===== src/rtl/dcache_snoop_ctrl_pkg.sv =====
// Shared data-cache types for the snoop controller: tag-entry layout,
// buffered snoop request record and the snoop FSM state encoding.
package dcache_snoop_ctrl_pkg;

  localparam int DC_ADDR_W     = 32;
  localparam int DC_LINES      = 512;
  localparam int DC_IDX_W      = $clog2(DC_LINES);
  localparam int DC_LINE_WORDS = 4;
  localparam int DC_OFF_W      = $clog2(DC_LINE_WORDS) + 2;
  localparam int DC_TAG_W      = DC_ADDR_W - DC_IDX_W - DC_OFF_W;

  typedef struct packed {
    logic                valid;
    logic [DC_TAG_W-1:0] tag;
  } dtag_entry_t;

  localparam int SNOOP_ENTRY_W = $bits(dtag_entry_t);

  typedef struct packed {
    logic [DC_ADDR_W-1:0] addr;
    logic                 inv;
  } snoop_req_t;

  localparam int SNOOP_REQ_W = $bits(snoop_req_t);

  typedef enum logic [2:0] {
    ST_IDLE    = 3'd0,
    ST_LOOKUP  = 3'd1,
    ST_COMPARE = 3'd2,
    ST_INVAL   = 3'd3,
    ST_RESP    = 3'd4
  } snoop_state_t;

endpackage


===== src/rtl/dcache_snoop_ctrl_fifo.sv =====
// Synchronous FIFO of snoop requests; full/empty are registered flags and a
// push into an empty buffer becomes visible on the following cycle.
module snoop_req_fifo
  import dcache_snoop_ctrl_pkg::*;
#(
  parameter int DEPTH = 2
) (
  input  logic       clk,
  input  logic       rst,
  input  logic       push,
  input  logic       pop,
  input  snoop_req_t wdata,
  output snoop_req_t rdata,
  output logic       full,
  output logic       empty
);

  localparam int PTR_W = $clog2(DEPTH);
  localparam int CNT_W = PTR_W + 1;

  snoop_req_t             mem_r [DEPTH];
  logic [PTR_W-1:0]       wr_ptr_r;
  logic [PTR_W-1:0]       rd_ptr_r;
  logic [CNT_W-1:0]       cnt_r;
  logic [CNT_W-1:0]       cnt_nxt_s;
  logic                   full_r;
  logic                   empty_r;
  logic                   push_s;
  logic                   pop_s;

  assign push_s = push & ~full_r;
  assign pop_s  = pop & ~empty_r;
  assign rdata  = mem_r[rd_ptr_r];
  assign full   = full_r;
  assign empty  = empty_r;

  // Occupancy update.
  always_comb begin
    cnt_nxt_s = cnt_r;
    case ({push_s, pop_s})
      2'b10:   cnt_nxt_s = cnt_r + {{(CNT_W-1){1'b0}}, 1'b1};
      2'b01:   cnt_nxt_s = cnt_r - {{(CNT_W-1){1'b0}}, 1'b1};
      default: cnt_nxt_s = cnt_r;
    endcase
  end

  // Pointers, count and status flags.
  always_ff @(posedge clk) begin
    if (!rst) begin
      wr_ptr_r <= {PTR_W{1'b0}};
      rd_ptr_r <= {PTR_W{1'b0}};
      cnt_r    <= {CNT_W{1'b0}};
      full_r   <= 1'b0;
      empty_r  <= 1'b1;
    end else begin
      if (push_s) wr_ptr_r <= wr_ptr_r + {{(PTR_W-1){1'b0}}, 1'b1};
      if (pop_s)  rd_ptr_r <= rd_ptr_r + {{(PTR_W-1){1'b0}}, 1'b1};
      cnt_r   <= cnt_nxt_s;
      full_r  <= (cnt_nxt_s == CNT_W'(DEPTH));
      empty_r <= (cnt_nxt_s == {CNT_W{1'b0}});
    end
  end

  // Storage array; contents are don't-care until written.
  always_ff @(posedge clk) begin
    if (push_s) mem_r[wr_ptr_r] <= wdata;
  end

endmodule


===== src/rtl/dcache_snoop_ctrl.sv =====
// Snoop initiator for the dual data-cache tag store (bank 2 port A).
// Optional hit counter port enabled by `DCACHE_SNOOP_STATS_EN.
module dcache_snoop_ctrl
  import dcache_snoop_ctrl_pkg::*;
#(
  parameter int ADDR_W     = 32,
  parameter int LINES      = 512,
  parameter int IDX_W      = $clog2(LINES),
  parameter int LINE_WORDS = 4,
  parameter int OFF_W      = $clog2(LINE_WORDS) + 2,
  parameter int TAG_W      = ADDR_W - IDX_W - OFF_W,
  parameter int FIFO_DEPTH = 2
) (
  input  logic              clk,
  input  logic              rst,
  input  logic              snoop_valid,
  output logic              snoop_ready,
  input  logic [ADDR_W-1:0] snoop_addr,
  input  logic              snoop_inv,
  output logic [IDX_W-1:0]  snoop_tag_addr,
  input  logic [TAG_W:0]    snoop_tag_data,
  input  logic              local_tag_wen,
  input  logic [IDX_W-1:0]  local_tag_addr,
  output logic              inv_req,
  output logic [IDX_W-1:0]  inv_addr,
  input  logic              inv_ack,
  output logic              resp_valid,
  output logic              resp_hit
`ifdef DCACHE_SNOOP_STATS_EN
  ,
  output logic [31:0]       hit_count
`endif
);

  snoop_state_t     state_r;
  snoop_state_t     state_nxt_s;
  snoop_req_t       work_r;
  snoop_req_t       push_req_s;
  snoop_req_t       fifo_head_s;
  logic             fifo_full_s;
  logic             fifo_empty_s;
  logic             pop_s;
  logic             hit_s;
  logic             hit_r;
  logic [IDX_W-1:0] work_idx_s;
  logic [IDX_W-1:0] head_idx_s;
  logic [TAG_W-1:0] work_tag_s;
  logic             unused_off_s;

  assign push_req_s   = {snoop_addr, snoop_inv};
  assign snoop_ready  = ~fifo_full_s;
  assign work_idx_s   = work_r.addr[OFF_W +: IDX_W];
  assign head_idx_s   = fifo_head_s.addr[OFF_W +: IDX_W];
  assign work_tag_s   = work_r.addr[ADDR_W-1 -: TAG_W];
  assign hit_s        = snoop_tag_data[TAG_W] & (snoop_tag_data[TAG_W-1:0] == work_tag_s);
  assign unused_off_s = ^{work_r.addr[OFF_W-1:0], fifo_head_s.addr[OFF_W-1:0],
                          fifo_head_s.addr[ADDR_W-1 -: TAG_W], fifo_head_s.inv};

  snoop_req_fifo #(
    .DEPTH (FIFO_DEPTH)
  ) u_fifo (
    .clk   (clk),
    .rst   (rst),
    .push  (snoop_valid & snoop_ready),
    .pop   (pop_s),
    .wdata (push_req_s),
    .rdata (fifo_head_s),
    .full  (fifo_full_s),
    .empty (fifo_empty_s)
  );

  // Next-state logic for the snoop sequencer.
  always_comb begin
    state_nxt_s = state_r;
    pop_s       = 1'b0;
    case (state_r)
      ST_IDLE: begin
        if (!fifo_empty_s) begin
          pop_s       = 1'b1;
          state_nxt_s = ST_LOOKUP;
        end else begin
          state_nxt_s = ST_IDLE;
        end
      end
      ST_LOOKUP: begin
        // A local write owns the port this cycle, so the read is lost.
        if (!local_tag_wen) state_nxt_s = ST_COMPARE;
        else                state_nxt_s = ST_LOOKUP;
      end
      ST_COMPARE: begin
        if (local_tag_wen && (local_tag_addr == work_idx_s)) state_nxt_s = ST_LOOKUP;
        else if (hit_s && work_r.inv)                        state_nxt_s = ST_INVAL;
        else                                                 state_nxt_s = ST_RESP;
      end
      ST_INVAL: begin
        if (inv_ack) state_nxt_s = ST_RESP;
        else         state_nxt_s = ST_INVAL;
      end
      ST_RESP: state_nxt_s = ST_IDLE;
      default: state_nxt_s = ST_IDLE;
    endcase
  end

  // State, working request and registered outputs aligned with the next state.
  always_ff @(posedge clk) begin
    if (!rst) begin
      state_r        <= ST_IDLE;
      work_r         <= {SNOOP_REQ_W{1'b0}};
      hit_r          <= 1'b0;
      snoop_tag_addr <= {IDX_W{1'b0}};
      inv_req        <= 1'b0;
      inv_addr       <= {IDX_W{1'b0}};
      resp_valid     <= 1'b0;
      resp_hit       <= 1'b0;
    end else begin
      state_r <= state_nxt_s;
      if (pop_s) begin
        work_r         <= fifo_head_s;
        snoop_tag_addr <= head_idx_s;
      end
      if (state_r == ST_COMPARE) hit_r <= hit_s;
      inv_req <= (state_nxt_s == ST_INVAL);
      if (state_nxt_s == ST_INVAL) inv_addr <= work_idx_s;
      resp_valid <= (state_nxt_s == ST_RESP);
      resp_hit   <= (state_nxt_s == ST_RESP) & ((state_r == ST_COMPARE) ? hit_s : hit_r);
    end
  end

`ifdef DCACHE_SNOOP_STATS_EN
  // Hit counter, wraps naturally at 32 bits.
  always_ff @(posedge clk) begin
    if (!rst) begin
      hit_count <= 32'd0;
    end else if ((state_r == ST_RESP) && resp_hit) begin
      hit_count <= hit_count + 32'd1;
    end else begin
      hit_count <= hit_count;
    end
  end
`endif

endmodule


===== config.mk =====
export PLATFORM = sky130hd
export DESIGN_NAME = dcache_snoop_ctrl
export DESIGN_NICKNAME = d
export VERILOG_FILES = /design/src/rtl/dcache_snoop_ctrl_pkg.sv /design/src/rtl/dcache_snoop_ctrl_fifo.sv /design/src/rtl/dcache_snoop_ctrl.sv
export SDC_FILE = /design/constraint.sdc
export NUM_CORES = 1
export LEC_CHECK = 0
export CORE_MARGIN = 5
export CORE_UTILIZATION = 51
export CTS_CLUSTER_SIZE = 12
export DETAILED_ROUTE_END_ITERATION = 12
export GPL_TIMING_DRIVEN = 0
export PLACE_DENSITY = 0.8
export SLEW_MARGIN = 10
export SYNTH_ARGS = -nofsm -noshare
export SYNTH_HDL_FRONTEND = slang
export SYNTH_SLANG_ARGS = --single-unit

===== constraint.sdc =====
create_clock -name clk -period 3.1 [get_ports clk]
set_input_delay 0.62 -clock clk [delete_from_list [all_inputs] [get_ports clk]]
set_output_delay 0.62 -clock clk [all_outputs]
set_load 0.01 [all_outputs]

Word level (Yosys, flattened, before mapping)
Memories as Yosys holds them, arrays and structs flattened. A register that Yosys moved wholly into a read port is not among the register bits.
Index checks and enable logic that the tools add are counted.

cells by class
  $add $sub $neg = 4
  eq/ne operators = 10
  mux-type cells = 14
  bitwise logic cells = 7
  reduce and logical (&&, ||, !) cells = 4

operator list
  operator               number
  $eq A19 B19 Y1         1
  $pmux W3 S4            1
  $eq A3 B2 Y1 const B   3
  $eq A9 B9 Y1           1
  $mux W3                3
  $mux W1                8
  $and A1 B1 Y1          5
  $eq A2 B2 Y1 const B   2
  $pmux W2 S2            1
  $eq A3 B1 Y1 const B   1
  $eq A3 B3 Y1 const B   1
  $logic_not A3 Y1       1
  $add A1 B1 Y1 const B  2
  $add A2 B1 Y2 const B  1
  $eq A2 B1 Y1 const B   1
  $logic_and A1 B1 Y1    2
  $logic_not A2 Y1       1
  $mux W2                1
  $not A1 Y1             2
  $sub A2 B1 Y2 const B  1

storage, ports and cells
  register bits = 64
  RAM bits = 66
  bits of input ports = 67
  output and inout port bits = 22
  word-level logic and storage cells = 54
  memories kept = 1

memories
  name          words  width  rd ports  clocked after Yosys merged registers in  wr ports  RTL line                      source
  u_fifo.mem_r  2      33     1         1                                        1         dcache_snoop_ctrl_fifo.sv:21  snoop_req_t mem_r [DEPTH];

Depth between registers and ports, before layout
Gate-level depths: netlist of the first run.

  depth after elaboration = 8
  depth in mapped cells = 7
  mapped depth without buffers = 7

By module
Synthesis of the first run repeated with hierarchy kept, for this count alone.

second synthesis, totals
  cells, all modules = 384
  area, all modules = 4,800.9 um2

by module, submodules not included
  module             times used  cells an instance  area an instance (um2)  seq. area each (um2)
  snoop_req_fifo     1           134                2,678.8                 2,122.0
  dcache_snoop_ctrl  1           250                2,122.0                 900.9

Least setup slack after synthesis of the first run
Ideal clock, no wire load.

  path type = input-to-reg
  start = input port snoop_valid
  end = memory u_fifo.mem_r[0][0] in the netlist's numbering, enable pin
  library setup time = 0.416 ns
  arrival = 1.953 ns
  data required time = 2.684 ns
  setup slack = 0.731 ns
  stages = 2
  buffers on the path = 0
  cell sequence = nand2_1 nor2_1

on the way
  cells in the longest elaborated chain, start to end = 4

ends and longest elaborated chain
  item                           RTL line                      source
  from (decl)                    dcache_snoop_ctrl.sv:16       input logic snoop_valid,
  $and A1 B1 Y1                  dcache_snoop_ctrl.sv:64       .push (snoop_valid & snoop_ready),
  $and A1 B1 Y1                  dcache_snoop_ctrl_fifo.sv:31  assign push_s = push & ~full_r;
  $mux W1                        dcache_snoop_ctrl_fifo.sv:66  if (push_s) mem_r[wr_ptr_r] <= wdata;
  $mux W1 (implied by the code)  dcache_snoop_ctrl_fifo.sv:66
  to (decl)                      dcache_snoop_ctrl_fifo.sv:21

No other way between the ends.

Worst setup path after layout of the first run
  start = register state_r[0]
  end = register u_fifo.full_r (netlist: u_fifo.full)

on the way
  cells in the longest elaborated chain, start to end = 6
  elaborated cells between the ends (all ways) = 7
  those cells by class = 3 x eq/ne; 2 x mux; 1 x bitwise; 1 x reduce/logical

ends and longest elaborated chain
  item                                                 RTL line                      source
  from (decl)                                          dcache_snoop_ctrl.sv:35       snoop_state_t state_r;
  from (signal assigned)                               dcache_snoop_ctrl.sv:116      state_r <= state_nxt_s;
  $logic_not A3 Y1 (*)                                 dcache_snoop_ctrl.sv:76       case (state_r)
  $mux W1 (*)                                          dcache_snoop_ctrl.sv:76
  via pop_s                                            dcache_snoop_ctrl.sv:42       logic pop_s;
  $and A1 B1 Y1 (*)                                    dcache_snoop_ctrl_fifo.sv:32  assign pop_s = pop & ~empty_r;
  $eq A2 B1 Y1 / $eq A2 B2 Y1 (equally long branches)  dcache_snoop_ctrl_fifo.sv:40  case ({push_s, pop_s})
  $pmux W2 S2 (*)                                      dcache_snoop_ctrl_fifo.sv:40
  $eq A2 B2 Y1 (*)                                     dcache_snoop_ctrl_fifo.sv:59  full_r <= (cnt_nxt_s == CNT_W'(DEPTH));
  to (signal assigned)                                 dcache_snoop_ctrl_fifo.sv:59
  to (decl)                                            dcache_snoop_ctrl_fifo.sv:26  logic full_r;

The timed path passes the listed nets; every way through them passes the cells marked *.
A chain may end at the register's enable or synchronous reset.

==> results by group, run 1 <==
Critical path
  – Crit path required time: 3410 ps
  – Worst setup EP type: flop
  – CP max stage delay: 620 ps
  – Flop2flop setup slack: 300 ps
  – Critical path startpoint category: flop
  – CP cell instances: nor4_2 -> clkbuf_1 -> ha_1 -> or3_1 -> a21boi_0 -> nor2b_1
  – Worst Path Max Fanout: 10
  – Kind of critical path: flop to flop
  – Worst EP arrival: 3110 ps
  – Worst R2R Path Depth: 6
  – CP max-delay cell: nor4_2

Logic synthesis
  – Total nets after synthesis: 406
  – EDFF count, synth: 58
  – Post-synth cell types: 40
  – Synth warn: 0
  – Syn avg cell area: 13.2 um2
  – Most numerous cell in the Yosys netlist: edfxtp_1
  – Most used DFF post-synth: edfxtp_1
  – Mapped Cells: 338
  – Share of the synthesized area in the top cell type: 39.0%
  – Post-synth top area cell: edfxtp_1
  – Commonest cells in the netlist: edfxtp_1 (58), dfxtp_1 (52), nand2_1 (51)
  – Async set-reset flop share out of synthesis: 0%
  – #FFs+latches synth: 110
  – Synth top area cells: edfxtp_1 (39%), dfxtp_1 (23%), mux2i_1 (8.5%)
  – Seq/Total Area, Yosys: 62.3%
  – Mapped Area: 0.00447 mm2

Layout
  – Area of the multi-input gates: 0.00152 mm2
  – Post-layout nets: 501
  – Finished Layout Cells: 546
  – Final-layout fill cell count: 669
  – Sequential Area: 0.00278 mm2
  – Share of layout cells above drive strength 1: 9.36%
  – Final instance area: 0.00564 mm2
  – Antenna diodes: 0
  – Area Growth Syn to Fin: 26.4%

Place
  – IO buf count: 83
  – Dpl cells: 530
  – HPWL after DPL: 6680 um
  – DP Worst Slack: 322 ps
  – GP Congestion: 0.720
  – Cell Area, Placed: 0.00546 mm2

STA
  – Post-route worst setup slack: 296 ps
  – Setup violators final: 0
  – Crit share post-route: 90.4%
  – Fmax: 357 MHz
  – Fin crit period: 2800 ps
  – Max_slew headroom: 50.2%
  – RSZ-0062 raised after global routing: no
  – Slew @ Worst Pin: 747 ps
  – Final Hold Viols: 0
  – Pins Over Slew Limit: 0
  – Skew final: 10.6 ps
  – TNS Setup: 0 ps

Die
  – Die width: 104 um
  – Core footprint: 0.00864 mm2
  – Chip height: 104 um
  – Rows: 34
  – Die ar.: 0.0107 mm2
  – IO Count: 89
  – Initial Utilization: 51.7%

CTS
  – Largest buffer count on any clock path: 2
  – Clock root cell: clkbuf_8
  – Clock H-tree levels: 3
  – CTS tree: done
  – Total clock buffers created by CTS: 9
  – TritonCTS sink count: 110
  – Clk_lat worst skew: 370 ps
  – Post-CTS Resized: 0
  – Worst-path clk slew: 100 ps
  – Post-CTS Setup Repair Bufs: 0
  – Hold buffers post-CTS: 0

Pwr
  – Worst VDD drop: 0.380 mV
  – Static leakage: 2.21 nW
  – Final Power: 4.24 mW
  – Cell Pwr Density: 751 mW/mm2

Global route
  – Total global routing track utilization: 17.6%
  – Vias in the first global route: 3073
  – First-pass GRT wire length: 15100 um
  – GRT Residual Overflow: 0
  – Largest net degree at the start of global routing: 30
  – Antenna violations before repair: 0

Routing
  – Detailed Route Iter0 Violations: 74
  – Drt pass-1 iters: 4
  – WL/cell: 16.8 um
  – Drt via density: 5.26
  – DRC Markers: 0
  – Post-Route WL: 9150 um
  – Vias: 2872
  – Post-DRT Antenna Nets: 0

Outcome
  – Outcome: complete, no violations

Min path
  – Min-Delay Path Class: flop to flop
  – Worst Hold Depth: 2

Job
  – Max_cap viols: 0
[area by class of cell]
cell class / count / area share [%]
timing repair buffer: 84 / 15.1
buffer: 25 / 2.93
clock inverter: 6 / 0.998
tap: 108 / 2.39
sequential: 110 / 49.3
clock buffer: 10 / 2.26
inverter: 3 / 0.200
multi-input combinational: 200 / 26.8
[through the flow]
step	utilization (%)	hold slack (ps)
floorplan	-	476
global placement	62.9	445
detailed placement	63.2	450
CTS	65.4	464
global route	65.4	472
finish	65.4	461
[path summary, 6_finish.rpt]
kind	start	endpoint
setup / recovery	state_r[0]$_SDFF_PN0_	u_fifo.full$_SDFF_PN0_
hold / removal	inv_addr[0]$_SDFFE_PN0N_	inv_addr[0]$_SDFFE_PN0N_
setup reg to reg	state_r[0]$_SDFF_PN0_	u_fifo.full$_SDFF_PN0_
hold reg to reg	inv_addr[0]$_SDFFE_PN0N_	inv_addr[0]$_SDFFE_PN0N_
[metal layers]
metal,track usage (%),vias to the layer above,routed length (um)
met4,6.75,0,148
met2,30.8,71,4800
li1,-,1400,-
met1,20.6,1387,3830
met3,4.60,14,367
met5,0,-,0
[critical path: cells and delay by family (launching register included)]
kind            cells  cell delay (ps)
buf+inv             1              510
fa+ha+maj           1              360
simple gates        3             1160
compound gates      1              310
flops               1              410
[cell usage in the layout, fill, tap and decap left out, types with 2 or more instances in the layout]
cell and instances:
and2_1 5, inv_6 2, clkinv_4 2, nor3_1 3, a21oi_1 2, nand3_1 2, o21ai_0 2, nand2b_1 3
clkbuf_8 11, dfxtp_1 52, xnor2_1 30, clkbuf_1 10, nor2b_1 3, buf_4 9, a21boi_0 2, buf_2 3
clkdlybuf4s50_1 83, o211a_1 29, nor2_1 4, nand2_1 51, inv_1 3, edfxtp_1 58, or3_1 3, mux2i_1 38
nand4_1 6
[cell families (layout without fill, tap and decap cells)]
logic type      after synthesis  in the layout  share of synthesized area [%]
compound gates               41             41                           8.43
mux                          39             39                           8.77
simple gates                 88             88                           10.2
buf+inv                      28            128                           3.95
xor+xnor                     31             31                           6.08
fa+ha+maj                     1              1                          0.280
flops                       110            110                           62.3
[state kept, by name, summed over array words and instances (netlist names), named ones only]
register         count
work_r              20
state_r              3
u_fifo.rd_ptr_r      1
work_idx_s           1
inv_req              1
inv_addr             9
resp_hit             1
hit_r                1
u_fifo.empty         1
u_fifo.cnt_r         2
snoop_tag_addr       8
resp_valid           1
u_fifo.mem_r        58
u_fifo.full          1
u_fifo.wr_ptr_r      1
[where the power goes]
part,internal (mW),switching [mW]
Sequential,1.85,0.206
Clock,0.307,0.491
Combinational,0.701,0.677
No activity file was read; power rests on OpenSTA's default activity.
==> run 2, diff against run 1 <==
Settings changed: GPL_ROUTABILITY_DRIVEN set to 0.
Clock period 3.1 ns to 2.9 ns, I/O delays scaled along.
==> results of run 2 <==
Same layout as run 1 (identical final DEF). Status: complete, no violations.
Main changes from that run: setup slack after placement 322 ps -> 122 ps; setup slack after layout 296 ps -> 96.1 ps; register-to-register setup slack 300 ps -> 100 ps; total power 4.24 mW -> 4.53 mW; worst IR drop on VDD 0.380 mV -> 0.406 mV
==> variant: new RTL, flow settings as in run 1 <==
The option `DCACHE_SNOOP_STATS_EN` is turned on by a define.
--- a/src/rtl/dcache_snoop_ctrl.sv
+++ b/src/rtl/dcache_snoop_ctrl.sv
@@ -2,2 +2,4 @@
 // Optional hit counter port enabled by `DCACHE_SNOOP_STATS_EN.
+`define DCACHE_SNOOP_STATS_EN
+
 module dcache_snoop_ctrl
Formal check against the unedited RTL (old outputs only; new: hit_count): equivalent (equiv_simple and equiv_induct, registers matched by name and starting in step).
==> variant against run 1 <==
- die area is 28% higher
- critical path depth increased by 1
- total power increased by 37%
- worst setup slack gained 0.17 ns
- global-route usage grew 1.4 points
- sequential cell count increased by 32
- routed wire length is 40% higher
- design area increased by 39%
- synthesized area is 32% higher
- critical path type unchanged
- critical endpoint unchanged
- largest cell class unchanged
==> variant: results <==
[worst_setup_path]
r2r_setup_slack_ns = 0.47
critPathArrivalTime_ns = 2.98

[layout]
fillers = 840
reg_top3 = "u_fifo.mem_r (58), hit_count (32), work_r (20)"

[power]
power_leakage_nw = 3.16
p_int_mw = 4.25
power_frac_clock_pct = 34.6
pwr-share-seq_pct = 42.7
ir_drop_mv = 0.481
powerDensity_nw_per_um2 = 743

[cts]
clk_pin_slew_ns = 0.05
cts_root_buf = "clkbuf_16"
htreeDepth = 4
cts_buffers = 17

[synthesis]
synthAdderAreaFrac_pct = 0.426
synthesis.nets = 566
synth_compound_area_share_pct = 7.13
ys_seq_area_share_pct = 58.2
synth.distinct_cells = 42
syn_avg_cell_area_sq_um = 11.8
muxShareOfSynthArea_pct = 6.81
synth_xor_area_share_pct = 8.49

[timing]
finalCritPeriodShare_pct = 84.9
relSlewSlack_pct = 46.9
whs_ns = 0.469

[placement]
gp_congestion = 0.811
dp_hpwl_mm = 9.26
placed_cells = 756

[global_route]
use_met2_pct = 33.0
grt_use_met1_pct = 21.9
grt_pass1_vias = 4342
grt_pass1_wl_mm = 21.1

[route]
dr_wl_met2_mm = 6.63
drt_iter0_drc = 198
wl_met1_mm = 5.27

[status]
status = "complete, no violations"
variant: changes by cell type in the layout (fill, tap and decap cells not counted), moves of 16 or more:
cell	change
dfxtp_1	+32
nand2_1	+16
xor2_1	+16
clkdlybuf4s50_1	+32
and2_1	+27
clkbuf_16	+17
variant: cell type report:
type	count	share of cell area, %
clock buffer	24	6.02
sequential	142	43.7
tap	143	2.28
multi-input combinational	318	29.1
inverter	5	0.240
timing repair buffer	116	15.0
clock inverter	8	1.47
buffer	32	2.24
variant: worst paths after layout:
| check | cells after the start | end | start |
|---|---|---|---|
| max | 7 | u_fifo.full | state_r[1] |
| min | 2 | inv_addr[1] | inv_addr[1] |
| max reg2reg | 7 | u_fifo.full | state_r[1] |
| min reg2reg | 2 | inv_addr[1] | inv_addr[1] |
variant: critical path, stage by stage (launching register included):
cell and delay [ns]:
dfxtp_1 0.31, buf_6 0.13, nor4_2 0.48, clkbuf_1 0.47
ha_1 0.35, or3_1 0.37, a21boi_0 0.28, nor2b_1 0.17
